`config.mk`:
```
export PLATFORM = sky130hd
export DESIGN_NAME = spi_shift_engine
export DESIGN_NICKNAME = d
export VERILOG_FILES = /design/src/rtl/spi_shift_pkg.sv /design/src/rtl/spi_bit_counter.sv /design/src/rtl/spi_shift_engine.sv
export SDC_FILE = /design/constraint.sdc
export NUM_CORES = 1
export LEC_CHECK = 0
export ABC_CLOCK_PERIOD_IN_PS = 3650
export CAP_MARGIN = 5
export CORE_MARGIN = 5
export CORE_UTILIZATION = 45
export CTS_CLUSTER_SIZE = 12
export DETAILED_ROUTE_END_ITERATION = 6
export PLACE_DENSITY = 0.75
export SLEW_MARGIN = 20
export SYNTH_ARGS = -nofsm -noshare
export SYNTH_HDL_FRONTEND = slang
export SYNTH_SLANG_ARGS = --single-unit
```
`constraint.sdc`:
```
create_clock -name i_clk -period 3.65 [get_ports i_clk]
set_input_delay 0.5475 -clock i_clk [delete_from_list [all_inputs] [get_ports i_clk]]
set_output_delay 0.5475 -clock i_clk [all_outputs]
set_load 0.03 [all_outputs]
```
`src/rtl/spi_shift_pkg.sv`:
```
// Shared types and helpers for the SPI shift engine and its bit counter.
// Optional variable-length transfers are enabled with SPI_SHIFT_VARLEN_EN.
package spi_shift_pkg;

    typedef enum logic [1:0] {
        IDLE  = 2'd0,
        SHIFT = 2'd1,
        DONE  = 2'd2
    } spi_state_e;

    // Plain-vector encodings so state registers stay ordinary logic.
    localparam logic [1:0] ST_IDLE  = IDLE;
    localparam logic [1:0] ST_SHIFT = SHIFT;
    localparam logic [1:0] ST_DONE  = DONE;

    // Width needed to hold a count of 0..n inclusive.
    function automatic int cnt_w(input int n);
        return $clog2(n + 1);
    endfunction

endpackage

```
`src/rtl/spi_bit_counter.sv`:
```
// Up-counter with synchronous clear, enable and terminal-count compare.
// Also used by the SCLK divider, so it carries no SPI-specific knowledge.
module spi_bit_counter #(
    parameter int W = 4
) (
    input  logic         i_clk,
    input  logic         i_rst_n,
    input  logic         i_clr,
    input  logic         i_en,
    input  logic [W-1:0] i_term,
    output logic [W-1:0] o_count,
    output logic         o_at_term
);

    logic [W-1:0] r_count;

    always_ff @(posedge i_clk or negedge i_rst_n) begin
        if (!i_rst_n) begin
            r_count <= '0;
        end else if (i_clr) begin
            r_count <= '0;
        end else if (i_en) begin
            r_count <= r_count + W'(1);
        end
    end

    assign o_count   = r_count;
    assign o_at_term = (r_count == i_term);

endmodule

```
`src/rtl/spi_shift_engine.sv`:
```
// SPI data-path shift engine: load handshake, MSB/LSB order, split sample/shift
// strobes and a done handshake. Define SPI_SHIFT_VARLEN_EN for i_xfer_len.
module spi_shift_engine
    import spi_shift_pkg::*;
#(
    parameter int               nbits       = 8,
    parameter logic [nbits-1:0] reset_value = '0
) (
    input  logic                      i_clk,
    input  logic                      i_rst_n,
    input  logic                      i_load_val,
    output logic                      o_load_rdy,
    input  logic [nbits-1:0]          i_load_data,
    input  logic                      i_lsb_first,
`ifdef SPI_SHIFT_VARLEN_EN
    input  logic [cnt_w(nbits)-1:0]   i_xfer_len,
`endif
    input  logic                      i_sample_en,
    input  logic                      i_shift_en,
    input  logic                      i_in,
    output logic                      o_out,
    output logic                      o_busy,
    output logic                      o_done_val,
    input  logic                      i_done_rdy,
    output logic [nbits-1:0]          o_done_data
);

    localparam int CW = cnt_w(nbits);

    logic [1:0]       r_state;
    logic [nbits-1:0] r_shreg;
    logic             r_lsb;
    logic             r_sampled;
    logic             r_done_val;

    logic             w_load_fire;
    logic             w_shift_fire;
    logic             w_done_fire;
    logic             w_bit;
    logic             w_last;
    logic [CW-1:0]    w_count;
    logic [CW-1:0]    w_term;
    logic             w_at_term;
    logic             w_cnt_en;

    assign w_load_fire  = (r_state == ST_IDLE)  && i_load_val;
    assign w_shift_fire = (r_state == ST_SHIFT) && i_shift_en;
    assign w_done_fire  = (r_state == ST_DONE)  && r_done_val && i_done_rdy;

    // Same-cycle sample bypasses the stored bit so CPHA-style edges coincide.
    assign w_bit  = i_sample_en ? i_in : r_sampled;
    assign w_last = w_shift_fire && w_at_term;

`ifdef SPI_SHIFT_VARLEN_EN
    logic [CW-1:0] r_len;
    logic [CW-1:0] w_len_req;

    assign w_len_req = ((i_xfer_len == '0) || (i_xfer_len > CW'(nbits)))
                     ? CW'(nbits) : i_xfer_len;

    always_ff @(posedge i_clk or negedge i_rst_n) begin
        if (!i_rst_n) begin
            r_len <= CW'(nbits);
        end else if (w_load_fire) begin
            r_len <= w_len_req;
        end
    end

    assign w_term = r_len - CW'(1);
`else
    assign w_term = CW'(nbits - 1);
`endif

    // Saturate at nbits so the count can never wrap.
    assign w_cnt_en = w_shift_fire && (w_count != CW'(nbits));

    spi_bit_counter #(
        .W (CW)
    ) u_bit_counter (
        .i_clk     (i_clk),
        .i_rst_n   (i_rst_n),
        .i_clr     (w_load_fire),
        .i_en      (w_cnt_en),
        .i_term    (w_term),
        .o_count   (w_count),
        .o_at_term (w_at_term)
    );

    always_ff @(posedge i_clk or negedge i_rst_n) begin
        if (!i_rst_n) begin
            r_state <= ST_IDLE;
        end else begin
            case (r_state)
                ST_IDLE:  if (w_load_fire) r_state <= ST_SHIFT;
                ST_SHIFT: if (w_last)      r_state <= ST_DONE;
                ST_DONE:  if (w_done_fire) r_state <= ST_IDLE;
                default:                   r_state <= ST_IDLE;
            endcase
        end
    end

    always_ff @(posedge i_clk or negedge i_rst_n) begin
        if (!i_rst_n) begin
            r_shreg <= reset_value;
            r_lsb   <= 1'b0;
        end else if (w_load_fire) begin
            r_shreg <= i_load_data;
            r_lsb   <= i_lsb_first;
        end else if (w_shift_fire) begin
            if (r_lsb) begin
                r_shreg <= {w_bit, r_shreg[nbits-1:1]};
            end else begin
                r_shreg <= {r_shreg[nbits-2:0], w_bit};
            end
        end
    end

    always_ff @(posedge i_clk or negedge i_rst_n) begin
        if (!i_rst_n) begin
            r_sampled <= 1'b0;
        end else if ((r_state == ST_SHIFT) && i_sample_en) begin
            r_sampled <= i_in;
        end
    end

    always_ff @(posedge i_clk or negedge i_rst_n) begin
        if (!i_rst_n) begin
            r_done_val <= 1'b0;
        end else if (w_last) begin
            r_done_val <= 1'b1;
        end else if (w_done_fire) begin
            r_done_val <= 1'b0;
        end
    end

    assign o_load_rdy  = (r_state == ST_IDLE);
    assign o_busy      = (r_state == ST_SHIFT);
    assign o_done_val  = r_done_val;
    assign o_done_data = r_shreg;
    assign o_out       = r_lsb ? r_shreg[0] : r_shreg[nbits-1];

endmodule

```
==> results.md <==
- Outcome: completed
- Sequential fraction of the synthesis area: 41.3%
- Distinct cells, synth: 27
- Final Hold Viols: 0
- Post-Syn Nets: 105
- YS warnings: 0
- Fillers: around 190
- Met3 WL: ~150 um
- RSZ-0062 raised after global routing: no
- Grt ovf: 0
- Drt first pass iters: 4
- CTS tree: built
- Worst-path maximum fanout: 12
- Chip height: about 58 um
- Slew headroom: between 40% and 50%
- Mapped Cells: 87
- Die area: 3340 um^2
- IO Pins: 28
- CTS Buffer Depth: 2
- Setup TNS: 0 ns
- Worst Tran Pin Value: about 0.75 ns
- 1st-iter DRT viols: 14
- Tmin final: 2.44 ns
- DR top layer: met4
- Total global-route track usage: between 10 and 15%
- Rows: 17
- Commonest non-fill, non-tap cell in the layout: clkdlybuf4s50_1
- Core Util, Final: 61.0%
- TritonCTS Buffers: 3
- Initial Utilization: between 40% and 50%
- Max VDD drop: a little under 0.6 mV
- Final Cell Area: roughly 1300 um^2
- Pin count of the biggest net entering global routing: 18
- Hold_buf cts: 0
- Reg2Reg Launch Point: r_state[1]
- Worst hold path stage count: 1
- ANT nets after route: 0
- Drt via density: 5.29
- Final Cycle Share: between 60 and 70%
- P_leak: around 0.00061 uW
- Initial antenna violation count: 0
- Worst setup startpoint: r_lsb
- Required @ worst endpoint: 3.10 ns
- Post-CTS Resized: 0
- Setup Fix Bufs, Post-CTS: 0
- CP Launch Type: flop
- CP Cell Sequence: mux2_2, clkdlybuf4s50_1
- CTS Root Cell: clkbuf_4
- Reg2Reg Depth: 3
- Reg clk slew, reported paths: about 0.10 ns
- Area Overhead vs Synth: 29.8%
- Fin. max-slew vios: 0
- Critical path capture point type: output pin
- H-tree levels: 1
- Max Cap Viol: 0
- Fmax: approximately 0.41 GHz
- Placement Cell Area: about 1300 um^2
- CP arrival: ~1.9 ns
- # DRC: 0
- Met2 Wirelength: ~900 um
- Port bufs: 27
- Avg Cell Area, Syn: around 12 um^2
- #FFs+latches synth: 17
- Critical Path Max Stage Delay: approximately 0.62 ns
- Placed wire-length estimate: ~1.5 mm
- Routed len/inst: ~14 um
- DRT Wirelength: about 2.0 mm
- First-pass GRT wire length: 3.71 mm
- Cell Pwr Density: between 900 and 1000 nW/um^2
- Commonest non-fill, non-tap cells in the layout: 27 x clkdlybuf4s50_1, 17 x dfrtp_1, 11 x mux2_2, 8 x mux2_4, 6 x nand2_1
- Share of cells above drive strength 1: between 20 and 25%
- Final setup fails: 0
- M1 WL: ~950 um
- Mapped Area: between 1000 and 1500 um^2
- Hold WC Path Type: flop to flop
- Hold Startpoint: r_sampled
- Post-route clock skew: 0.00707 ns
- Setup CP Type: flop to output pin
- Antenna diodes: 0
- # nets final: between 100 and 150
- Worst-Skew Late Latency: between 0.2 and 0.3 ns
- Routability Congestion: 0.695
- Crit path max-delay cell type: dfrtp_1
- Min Hold Slack: 0.502 ns
- Clock sink total: 17
- Core area: 2190 um^2
- Vias: between 700 and 800
- Die Wd: roughly 58 um
- Vias in the first global route: 856
## cell usage after synthesis
cell type,count,area share (%)
dfrtp_1,17,41
mux2_2,11,12
mux2_4,8,12
nand2_1,6,2.2
inv_1,4,1.5
mux2_1,3,3.3
nand2b_1,3,1.8
nand3_1,3,1.5
o21ai_0,3,1.5
a21o_1,2,1.5
a21oi_1,2,0.97
and3b_1,2,1.7
buf_6,2,2.2
ha_1,2,2.4
mux2i_1,2,1.9
nand3b_1,2,1.5
nor2_1,2,0.73
o211a_1,2,1.9
o21a_1,2,1.5
o32a_1,2,1.9
a21oi_2,1,0.85
and4b_1,1,0.97
buf_1,1,0.36
nand4_1,1,0.61
nor2b_1,1,0.61
or2_2,1,0.61
or3b_4,1,1.1
## per-layer routing
metal | vias up | GRT usage (%)
met5 | - | 0
met1 | 354 | 17.7
met2 | 27 | 22.1
met4 | 0 | 4.97
li1 | 371 | -
met3 | 5 | 3.79
## worst max-delay path, delay by kind of cell, from the launching register on
kind / cells / cell delay [ns]
flip-flops: 1 / 0.62
buffers and inverters: 1 / 0.59
multiplexers: 1 / 0.39
## flip-flops by register name (all words and copies together), names as in the netlist
register / flops
r_state: 2
u_bit_counter.o_count: 4
o_done_data: 8
r_lsb: 1
o_done_val: 1
r_sampled: 1
## worst paths after layout
path                                  end  slack [ns]
max reg2reg                o_done_data[5]        1.91
max in group asynchronous  o_done_data[6]        2.49
min in group asynchronous  o_done_data[7]        0.69
min reg2reg                     r_sampled        0.50
max                                 o_out        1.21
min                             r_sampled        0.50
## kinds of logic (layout without fill, tap and decap cells)
kind of cell / after synthesis / after routing / synth area share [%]
multiplexers: 24 / 24 / 28.9
buffers and inverters: 7 / 35 / 4.01
flip-flops: 17 / 17 / 41.3
AO/OA/AOI/OAI: 14 / 14 / 10.1
adder cells (fa/ha/maj): 2 / 2 / 2.43
AND/OR/NAND/NOR: 23 / 23 / 13.2
## through the flow
| stage | power [uW] | instances | setup WS (ns) |
|---|---|---|---|
| CTS | 1240 | 143 | 1.20 |
| detailed placement | 1130 | 139 | 1.41 |
| floorplan | 900 | 87 | 1.92 |
| global route | 1310 | 143 | 1.15 |
| finish | 1220 | 143 | 1.21 |
| global placement | 1110 | 139 | 1.43 |
## area by class of cell
| cell class | count | area (um^2) | share of cell area [%] |
|---|---|---|---|
| clock buffer | 3 | 22.5 | 1.69 |
| multi-input combinational | 63 | 563 | 42.1 |
| timing repair buffer | 27 | 270 | 20.2 |
| clock inverter | 1 | 5.00 | 0.375 |
| sequential | 17 | 425 | 31.8 |
| inverter | 4 | 15.0 | 1.12 |
| tap | 28 | 35.0 | 2.62 |
## power by group
part | total, uW | internal, uW | switching, uW | leakage, uW
Clock | 101 | 40.7 | 60.3 | 0.0000177
Combinational | 735 | 412 | 323 | 0.000393
Sequential | 387 | 277 | 110 | 0.000203
Total | 1220 | 729 | 493 | 0.000613
Note: power is estimated with default switching activity, not from simulation.
